--- config.mk ---
export PLATFORM = sky130hd
export DESIGN_NAME = reg_bank_responder
export DESIGN_NICKNAME = d
export VERILOG_FILES = /design/src/rtl/reg_bank_responder.sv
export SDC_FILE = /design/constraint.sdc
export NUM_CORES = 1
export LEC_CHECK = 0
export CAP_MARGIN = 25
export CORE_MARGIN = 2
export CORE_UTILIZATION = 41
export DETAILED_ROUTE_END_ITERATION = 16
export GPL_ROUTABILITY_DRIVEN = 0
export PLACE_DENSITY = 0.74
export SLEW_MARGIN = 20
export SYNTH_ARGS = -nofsm -noshare
export SYNTH_HDL_FRONTEND = slang
export SYNTH_SLANG_ARGS = --single-unit
--- constraint.sdc ---
create_clock -name Clk -period 1.38 [get_ports Clk]
set_input_delay 0.138 -clock Clk [delete_from_list [all_inputs] [get_ports Clk]]
set_output_delay 0.138 -clock Clk [all_outputs]
set_load 0.01 [all_outputs]
--- src/rtl/reg_bank_responder.sv ---
// reg_bank_responder
//   Bank of DEPTH registers loaded in parallel by game-logic hardware and
//   read/written by the NIOS II processor over an Avalon-MM slave port with a
//   fixed-latency pipelined read path. A dirty bitmap flags registers loaded
//   by hardware since the processor last read them.
//
// Ports
//   Clk, Reset_n        clock, asynchronous active-low reset
//   avs_address         word address: 0..DEPTH-1 data regs, DEPTH status reg
//   avs_read/avs_write  requests; avs_writedata carries write data
//   avs_waitrequest     stalls a write that collides with a hardware load
//   avs_readdata        read data, zero unless avs_readdatavalid
//   avs_readdatavalid   read response strobe, READ_LATENCY after acceptance
//   hw_load_en/hw_data  per-register hardware load enable and packed data
//   reg_out             packed current register contents
//   dirty               per-register dirty bitmap
module reg_bank_responder #(
   parameter int WIDTH        = 16,
   parameter int DEPTH        = 8,
   parameter int ADDR_W       = 4,
   parameter int READ_LATENCY = 2
) (
   input  logic                   Clk,
   input  logic                   Reset_n,
   input  logic [ADDR_W-1:0]      avs_address,
   input  logic                   avs_read,
   input  logic                   avs_write,
   input  logic [WIDTH-1:0]       avs_writedata,
   output logic                   avs_waitrequest,
   output logic [WIDTH-1:0]       avs_readdata,
   output logic                   avs_readdatavalid,
   input  logic [DEPTH-1:0]       hw_load_en,
   input  logic [DEPTH*WIDTH-1:0] hw_data,
   output logic [DEPTH*WIDTH-1:0] reg_out,
   output logic [DEPTH-1:0]       dirty
);

   localparam logic [ADDR_W-1:0] STATUS_ADDR = ADDR_W'(DEPTH);

   logic [WIDTH-1:0]        regs_q [DEPTH];
   logic [WIDTH-1:0]        regs_d [DEPTH];
   logic [DEPTH-1:0]        dirty_q, dirty_d;
   logic [READ_LATENCY-1:0] vld_q, vld_d;
   logic [WIDTH-1:0]        rdat_q [READ_LATENCY];
   logic [WIDTH-1:0]        rdat_d [READ_LATENCY];

   logic             wait_c;
   logic             wr_acc;
   logic             rd_acc;
   logic [WIDTH-1:0] rd_data;
   logic [DEPTH-1:0] dirty_set;
   logic [DEPTH-1:0] dirty_clr;

   // Stall only a write whose target register is being hardware-loaded.
   always_comb begin
      wait_c = 1'b0;
      for (int unsigned i = 0; i < DEPTH; i++) begin
         if (avs_write && (avs_address == ADDR_W'(i)) && hw_load_en[i])
            wait_c = 1'b1;
      end
   end

   always_comb begin
      wr_acc    = avs_write && !wait_c;
      // A read issued together with a write is dropped.
      rd_acc    = avs_read && !avs_write;
      rd_data   = '0;
      dirty_set = hw_load_en;
      dirty_clr = '0;

      if (avs_address == STATUS_ADDR) begin
         rd_data = WIDTH'(dirty_q);
         if (wr_acc)
            dirty_clr = avs_writedata[DEPTH-1:0];
      end

      for (int unsigned i = 0; i < DEPTH; i++) begin
         regs_d[i] = regs_q[i];
         if (avs_address == ADDR_W'(i)) begin
            rd_data = regs_q[i];
            if (rd_acc)
               dirty_clr[i] = 1'b1;
            if (wr_acc)
               regs_d[i] = avs_writedata;
         end
         if (hw_load_en[i])
            regs_d[i] = hw_data[i*WIDTH +: WIDTH];
      end

      // Set wins over clear on the same bit.
      dirty_d = (dirty_q & ~dirty_clr) | dirty_set;

      // Data is zeroed on non-response slots so readdata is 0 while not valid.
      vld_d[0]  = rd_acc;
      rdat_d[0] = rd_acc ? rd_data : '0;
      for (int unsigned i = 1; i < READ_LATENCY; i++) begin
         vld_d[i]  = vld_q[i-1];
         rdat_d[i] = rdat_q[i-1];
      end
   end

   always_ff @(posedge Clk or negedge Reset_n) begin
      if (!Reset_n) begin
         for (int unsigned i = 0; i < DEPTH; i++)
            regs_q[i] <= '0;
         for (int unsigned i = 0; i < READ_LATENCY; i++)
            rdat_q[i] <= '0;
         dirty_q <= '0;
         vld_q   <= '0;
      end else begin
         for (int unsigned i = 0; i < DEPTH; i++)
            regs_q[i] <= regs_d[i];
         for (int unsigned i = 0; i < READ_LATENCY; i++)
            rdat_q[i] <= rdat_d[i];
         dirty_q <= dirty_d;
         vld_q   <= vld_d;
      end
   end

   always_comb begin
      reg_out = '0;
      for (int unsigned i = 0; i < DEPTH; i++)
         reg_out[i*WIDTH +: WIDTH] = regs_q[i];
   end

   assign avs_waitrequest   = wait_c;
   assign avs_readdatavalid = vld_q[READ_LATENCY-1];
   assign avs_readdata      = rdat_q[READ_LATENCY-1];
   assign dirty             = dirty_q;

endmodule

# Word level (Yosys, flattened, before mapping)
# Cells that the tools add are included.
totals:
  ff_bits: 170
  output_inout_bits: 154
  elab_cells: 121
classes:
  eq_ne: 8
  muxes: 53
  n_bitwise: 3
  n_reduce_logical: 45
op_table:
  columns: ["operator", "n"]
  rows:
  - ["$mux 16", 26]
  - ["$reduce_bool 2->1", 16]
  - ["$mux 1", 24]
  - ["$mux 8", 3]
  - ["$logic_and 1x1->1", 18]
  - ["$eq 4x3->1 const B", 4]
  - ["$reduce_and 2->1", 8]
  - ["$and 8x8->8", 1]
  - ["$eq 4x2->1 const B", 2]
  - ["$not 8->8", 1]
  - ["$or 8x8->8", 1]
  - ["$eq 4x1->1 const B", 1]
  - ["$eq 4x4->1 const B", 1]
  - ["$logic_not 4->1", 1]
  - ["$logic_not 1->1", 2]

# Depth between registers and ports, before layout
# Gate-level depths: netlist (run 1).
depth:
  word_depth: 20
  mapped_depth: 7

# Worst setup path before layout (run 1)
# OpenSTA, ideal clock, no wires.
synth_path:
  kind: "input -> register"
  startpoint: "input avs_write"
  endpoint: "register regs_q (netlist bit reg_out[0])"
  t_arrival_ps: 1416
  slack_ps: -102
  path_stages: 6
  path_buffers: 2
  cell_sequence: "buf_4 or3b_4 nor4_4 buf_4 a22oi_1 nand2_1"
synth_between:
  elab_chain_len: 14
  word_cells_on_any_way: 28
synth_lines:
  columns: ["element", "line_no", "rtl"]
  rows:
  - ["start, declared", "27", "input logic avs_write,"]
  - ["$logic_and 1x1->1 (2 in series)", "58", "if (avs_write && (avs_address == ADDR_W'(i)) && hw_load_en[i])"]
  - ["$mux 1 (8 in series)", "58", null]
  - ["$logic_not 1->1", "64", "wr_acc = avs_write && !wait_c;"]
  - ["$logic_and 1x1->1 (*)", "64", null]
  - ["$reduce_bool 2->1 (no line) (*)", null, null]
  - ["$reduce_and 2->1 (no line) (*)", null, null]
  - ["end signal, assigned by index", "112", "regs_q[i] <= regs_d[i];"]
  - ["end, declared", "40", "logic [WIDTH-1:0] regs_q [DEPTH];"]
# Mark *: on every way between the ends. The rest lies on a longest branch, timed or not.
# A chain may end at the register's enable or synchronous reset.

# Worst setup path in the final report (run 1)
layout_path:
  startpoint: "input hw_load_en[4]"
  endpoint: "output avs_waitrequest"
layout_between:
  elab_chain_len: 5
layout_lines:
  columns: ["element", "line_no", "rtl"]
  rows:
  - ["start, declared", "32", "input logic [DEPTH-1:0] hw_load_en,"]
  - ["$logic_and 1x1->1", "58", null]
  - ["$mux 1 (4 in series)", "58", null]
  - ["end, declared", "29", "output logic avs_waitrequest,"]
# Every way passes these cells.

==> results.md, run 1 <==
- Worst VDD drop: 0.000829 V
- First-pass GRT wire length: 51900 µm
- Normalized max-slew margin: 67.4%
- Post-DP HPWL: 26000 µm
- DR vias: roughly 8600
- Crit Path Max Fanout: 2
- Worst slew pin tran: 0.487 ns
- CP Launch Type: primary input
- Critical path arrival: around 1.3 ns
- Grt ovf: 0
- Pre-Repair DR Iteration Count: 8
- Synth Register Bits: 170
- Final min period: 1.39 ns
- Hold Crit Class: primary input to async pin
- Ant. Diodes: 0
- Avg WL per Cell: roughly 23 µm
- Root buffer cell: clkbuf_16
- Netlist cell types: 53
- DP Area: 12800 µm²
- Leading post-synthesis cells by cell area: dfrtp_1, mux2i_1, nand2_1, o21ai_0, clkbuf_1
- Initial antenna violation count: 0
- IO buf count: 313
- R2R depth: 4
- FMAX: 0.721 GHz
- Design area: 13400 µm²
- CTS max path bufs: 2
- IO Pins: 314
- H-tree levels: 4
- Post-route setup slack: -0.00701 ns
- Post-Synthesis Cells: 851
- CP endpoint kind: output pin
- Die height: 149 µm
- CTS tree: built
- Register area share after synthesis: between 40% and 50%
- Mapped Nets: 1011
- Syn. warnings: 0
- Post-Syn Area: roughly 8600 µm²
- Vias/cell: 5.69
- Total GRT Usage: 31.6%
- Area of the die: 22100 µm²
- Slew Limit Fails: 0
- Worst skew pair latency: 0.43 ns
- Sink Count: 170
- Clk slew on worst S/H paths: 0.07 ns
- Max incr delay on CP: approximately 0.30 ns
- Worst Path Required: 1.24 ns
- Syn_area_per_cell: around 10 µm²
- Count leader, synth: dfrtp_1
- Failing checks: negative setup slack
- Critical path cell sequence: clkdlybuf4s15_1 > a21o_1 > a32o_1 > o31a_1 > buf_6
- Status: complete, but fails checks
- Pwr Density: 1010 nW/µm²
- Crit-path slowest cell: o31a_1
- Type of the worst setup path: primary input to output pin
- Top_reg_cell synth: dfrtp_1
- Area share of the largest cell type after synthesis: 49.5%
- Setup TNS: -0.00701 ns
- Synth top cells by count: dfrtp_1, nand2_1, o21ai_0
- Layout cells sized above 1: 17.5%
- Final period util: 101%
- Largest net degree at the start of global routing: 44
- Leak: approximately 6.5 nW
- Post-synth ARST share: 100%
- Detail Route Antenna Nets: 0
- Fin. Hold Viols: 0
- Drt drc: 0
- Yosys top cell by area: dfrtp_1
- Final Setup Violations: 1
- Number of global-route vias before repair: 8462
- Setup Skew: about 0.0077 ns
- Starting Density: 42.1%
- Die width: 149 µm
- Max cap viols: 0
- Nets: roughly 1400
- DRT Wirelength: roughly 35000 µm
- TritonCTS buffer count: 17
- Iter 0 DRT Violations: 800
- Area growth syn-to-layout: 55.6%
- Post-synth EDFFs: 0
- Core region area: approximately 20000 µm²
- Row cnt: 52
-- logic make-up after synthesis --
| kind of cell | Yosys count | synth area share [%] |
|---|---|---|
| flops | 170 | 49.5 |
| xor+xnor | 1 | 0.102 |
| simple gates | 207 | 11.4 |
| mux | 100 | 12.9 |
| buf+inv | 115 | 5.78 |
| compound gates | 258 | 20.3 |
-- critical path: cells and delay by family --
family	cells	cell delay, ns
buffers and inverters	2	0.40
AO/OA/AOI/OAI	3	0.70
-- area by class of cell --
cell class / instances / area [µm²]
fill: 1730 / 7060
clock inverter: 14 / 136
multi-input combinational: 566 / 3900
sequential: 170 / 4260
inverter: 33 / 124
timing repair buffer: 435 / 4180
tap: 270 / 338
clock buffer: 18 / 429
-- per-stage QoR --
step | util [%] | instances | setup slack (ns) | total power [W] | hold WS [ns]
detailed placement | 62.8 | 1459 | -0.794 | 0.00910 | 0.111
global route | 65.4 | 1506 | -0.00536 | 0.0140 | 0.241
global placement | 62.8 | 1459 | -0.780 | 0.00905 | 0.109
CTS | 65.1 | 1502 | -0.0672 | 0.0135 | 0.225
finish | 65.4 | 1506 | -0.00701 | 0.0135 | 0.220
floorplan | - | 851 | -0.0698 | 0.00696 | -0.158
-- routing by layer --
| metal | wire (µm) | track usage, % | vias up |
|---|---|---|---|
| li1 | - | - | 3816 |
| met1 | 14500 | 44.7 | 4145 |
| met2 | 15900 | 48.3 | 524 |
| met3 | 3190 | 6.15 | 90 |
| met4 | 1380 | 12.3 | 0 |
| met5 | 0 | 0 | - |
-- sequential cells by signal, summed over array words and instances, names as in the netlist --
| name | cells |
|---|---|
| avs_readdata | 16 |
| dirty | 8 |
| rdat_d | 16 |
| reg_out | 128 |
| vld_q | 2 |
-- repair_timing --
| action | in CTS | in global routing |
|---|---|---|
| pin swaps | 2 | 10 |
| hold buffers | 1 | 0 |
| gates cloned | 0 | 0 |
| endpoints found under the hold margin | 36 | 0 |
| endpoints found under the setup margin | 298 | 14 |
| setup buffers | 10 | 5 |
| resized for setup | 186 | 29 |
-- report_power, final --
part / internal [W] / switching, W / total [W]
Sequential: 0.00538 / 0.000338 / 0.00572
Clock: 0.00253 / 0.00216 / 0.00469
Combinational: 0.00157 / 0.00155 / 0.00312
Total: 0.00948 / 0.00405 / 0.0135
-- final timing paths --
kind / startpoint / to / slack, ns
max: hw_load_en[4] / avs_waitrequest / -0.007
min: Reset_n / reg_out[22] / 0.22
max reg2reg: reg_out[57] / rdat_d[9] / 0.03
min reg2reg: rdat_d[0] / avs_readdata[0] / 0.35
max in group asynchronous: Reset_n / rdat_d[9] / 0.60
min in group Clk: hw_data[12] / reg_out[12] / 0.26
-- cells in the final DEF (no fill, tap or decap), drive strengths merged, types with 20 or more instances in the layout --
cell and n:
dfrtp 170, dlygate4sd2 153, clkdlybuf4s50 145, nand2 135
buf 127, o21ai 95, mux2i 85, inv 38
a21oi 27, a22oi 26, clkbuf 22, a21o 20
Power figures use the tool's default switching activity.
==> run 2: changes to the inputs <==
--- a/config.mk
+++ b/config.mk
@@ -9,7 +9,6 @@
 export CORE_MARGIN = 2
 export CORE_UTILIZATION = 41
 export DETAILED_ROUTE_END_ITERATION = 16
-export GPL_ROUTABILITY_DRIVEN = 0
 export PLACE_DENSITY = 0.74
 export SLEW_MARGIN = 20
 export SYNTH_ARGS = -nofsm -noshare
==> results.md, run 2 (same netlist as run 1, synthesis figures left out) <==
- Hold Crit Class: primary input to async pin (unchanged)
- R2R Setup Slk: 0.06 ns (was 0.03 ns)
- CP Launch Type: primary input (unchanged)
- Critical path arrival: 1.22 ns (was 1.25 ns)
- Final non-filler cell total: 1496 (was 1506)
- Post-DP HPWL: 26100 µm (was 26000 µm)
- DRT Wirelength: 35100 µm (was 34900 µm)
- Detail Route Antenna Nets: 0 (unchanged)
- CP endpoint kind: output pin (unchanged)
- Starting Density: 42.1% (unchanged)
- Critical path endpoint: avs_waitrequest (unchanged)
- FMAX: 0.735 GHz (was 0.721 GHz)
- Max incr delay on CP: 0.28 ns (was 0.30 ns)
- Die height: 149 µm (unchanged)
- Inst Count DP: 1450 (was 1459)
- IO Pins: 314 (unchanged)
- R2R depth: 5 (was 4)
- DR vias: 8654 (was 8575)
- Root buffer cell: clkbuf_16 (unchanged)
- Leak: 6.41 nW (was 6.47 nW)
- Avg WL per Cell: 23.5 µm (was 23.2 µm)
- Post-route setup slack: 0.0203 ns (was -0.00701 ns)
- Normalized max-slew margin: 67.3% (was 67.4%)
- CTS max path bufs: 2 (unchanged)
- Grt ovf: 0 (unchanged)
- Status: completed (was complete, but fails checks)
- Fin. Hold Viols: 0 (unchanged)
- Max reg flops: 128 (unchanged)
- Max cap viols: 0 (unchanged)
- Number of global-route vias before repair: 8553 (was 8462)
- Layout cells sized above 1: 16.6% (was 17.5%)
- Gp weighted congestion: around 0.9
- Total GRT Usage: 31.9% (was 31.6%)
- Final Setup Violations: 0 (was 1)
- Die width: 149 µm (unchanged)
- Crit path from: hw_load_en[3] (was hw_load_en[4])
- Pwr Density: 1030 nW/µm² (was 1010 nW/µm²)
- Unrepaired setup endpoints after global routing: false
- First-pass GRT wire length: 52100 µm (was 51900 µm)
- H-tree levels: 4 (unchanged)
- Delay-heaviest family, CP: compound AO/OA/AOI/OAI gates (unchanged)
- Final period util: 98.5% (was 101%)
- Final min period: 1.36 ns (was 1.39 ns)
- Area growth syn-to-layout: 54.3% (was 55.6%)
- Row cnt: 52 (unchanged)
- Worst skew pair latency: 0.44 ns (was 0.43 ns)
- Post-Place Setup Slack: -0.784 ns (was -0.794 ns)
- Slew Limit Fails: 0 (unchanged)
- Setup Skew: 0.0101 ns (was 0.00769 ns)
- Area of the die: 22100 µm² (unchanged)
- Initial antenna violation count: 0 (unchanged)
- Most common cell after layout, fill and taps aside: dfrtp_1 (unchanged)
- Pre-Repair DR Iteration Count: 6 (was 8)
- Core region area: 20400 µm² (unchanged)
- Commonest non-fill, non-tap cells in the layout: dfrtp_1, dlygate4sd2_1, clkdlybuf4s50_1 (unchanged)
- Worst Path Required: 1.24 ns (about the same)
- Fillers: 1725 (was 1730)
- Reg-to-reg startpoint: reg_out[68] (was reg_out[57])
- Crit-path slowest cell: o31a_1 (unchanged)
- Buf/Inv on CP: 2 (unchanged)
- TritonCTS buffer count: 17 (unchanged)
- Largest net degree at the start of global routing: 47 (was 44)
- Nets: 1372 (was 1383)
- Critical path cell sequence: clkdlybuf4s15_2 > nand3b_1 > o21ai_1 > a32o_1 > o31a_1 > buf_2 (was clkdlybuf4s15_1 > a21o_1 > a32o_1 > o31a_1 > buf_6)
- Number of stages on the worst setup path: 6 (was 5)
- Iter 0 DRT Violations: 838 (was 800)
- Worst VDD drop: 0.000799 V (was 0.000829 V)
- Clk slew on worst S/H paths: 0.07 ns (about the same)
- Vias/cell: 5.78 (was 5.69)
- Worst slew pin tran: 0.491 ns (was 0.487 ns)
- Drt drc: 0 (unchanged)
- IO buf count: 313 (unchanged)
- CTS tree: built (unchanged)
- Crit Path Max Fanout: 2 (unchanged)
- Type of the worst setup path: primary input to output pin (unchanged)
- Sink Count: 170 (unchanged)
- RR Endpoint: rdat_d[4] (was rdat_d[9])
## run 2: final cells by class
type / instances / area (µm²) / share of cell area (%)
repair buffers: 424 / 4080 / 30.8
well taps: 270 / 338 / 2.55
clock buffers: 19 / 453 / 3.42
diodes: 1 / 2.50 / 0.0189
flip-flops and latches: 170 / 4260 / 32.1
multi-input cells: 566 / 3870 / 29.2
clock inverters: 13 / 130 / 0.982
inverters: 33 / 124 / 0.935
## run 2: metrics by stage
step / power, W / cell area [µm²] / TNS, ns / hold WS, ns / utilization, %
final: 0.0136 / 13300 / 0 / 0.229 / 64.9
after global routing: 0.0141 / 13300 / 0 / 0.240 / 64.9
after CTS: 0.0136 / 13200 / -0.0924 / 0.236 / 64.8
after detailed placement: 0.00907 / 12700 / -97.24 / 0.114 / 62.4
after global placement: 0.00902 / 12700 / -96.68 / 0.113 / 62.4
after floorplan: 0.00696 / 8620 / -1.20 / -0.158 / -
## run 2: per-layer routing
layer  track usage [%]  wire [µm]  vias to the layer above
met5                 0          0                        -
met4              11.4       1220                        0
met3              7.61       3470                       87
met2              50.3      16200                      564
met1              43.3      14200                     4218
li1                  -          -                     3785
## run 2: power breakdown
| group | leakage, nW | total (W) | switching, W | internal, W |
|---|---|---|---|---|
| Combinational | 4.05 | 0.00307 | 0.00153 | 0.00154 |
| Clock | 0.280 | 0.00485 | 0.00222 | 0.00263 |
| Sequential | 2.08 | 0.00573 | 0.000346 | 0.00538 |
| Total | 6.41 | 0.0136 | 0.00410 | 0.00955 |
## run 2: how the worst min path moves through the flow
stage,from,to,slack (ns),depth (start not counted)
after floorplan,Reset_n,avs_readdata[0],-0.16,0
after global placement,Reset_n,reg_out[20],0.11,1
after detailed placement,Reset_n,reg_out[20],0.11,1
after CTS,Reset_n,reg_out[119],0.24,2
after global routing,hw_data[71],reg_out[71],0.24,3
final,Reset_n,reg_out[20],0.23,2
## run 2: timing repair
| action | in CTS | in global routing |
|---|---|---|
| resized for setup | 187 | 18 |
| buffers inserted | 11 | 1 |
| hold buffers | 1 | 0 |
| pin swaps | 1 | 3 |
| endpoints found under the setup margin | 306 | 16 |
| endpoints found under the hold margin | 38 | 0 |
==> run 3: changes to the inputs <==
--- a/config.mk
+++ b/config.mk
@@ -10,7 +10,6 @@
 export CORE_UTILIZATION = 41
 export DETAILED_ROUTE_END_ITERATION = 16
 export PLACE_DENSITY = 0.74
-export SLEW_MARGIN = 20
 export SYNTH_ARGS = -nofsm -noshare
 export SYNTH_HDL_FRONTEND = slang
 export SYNTH_SLANG_ARGS = --single-unit
==> results of run 3 <==
Final layout, timing and power as in run 2 (identical DEF).
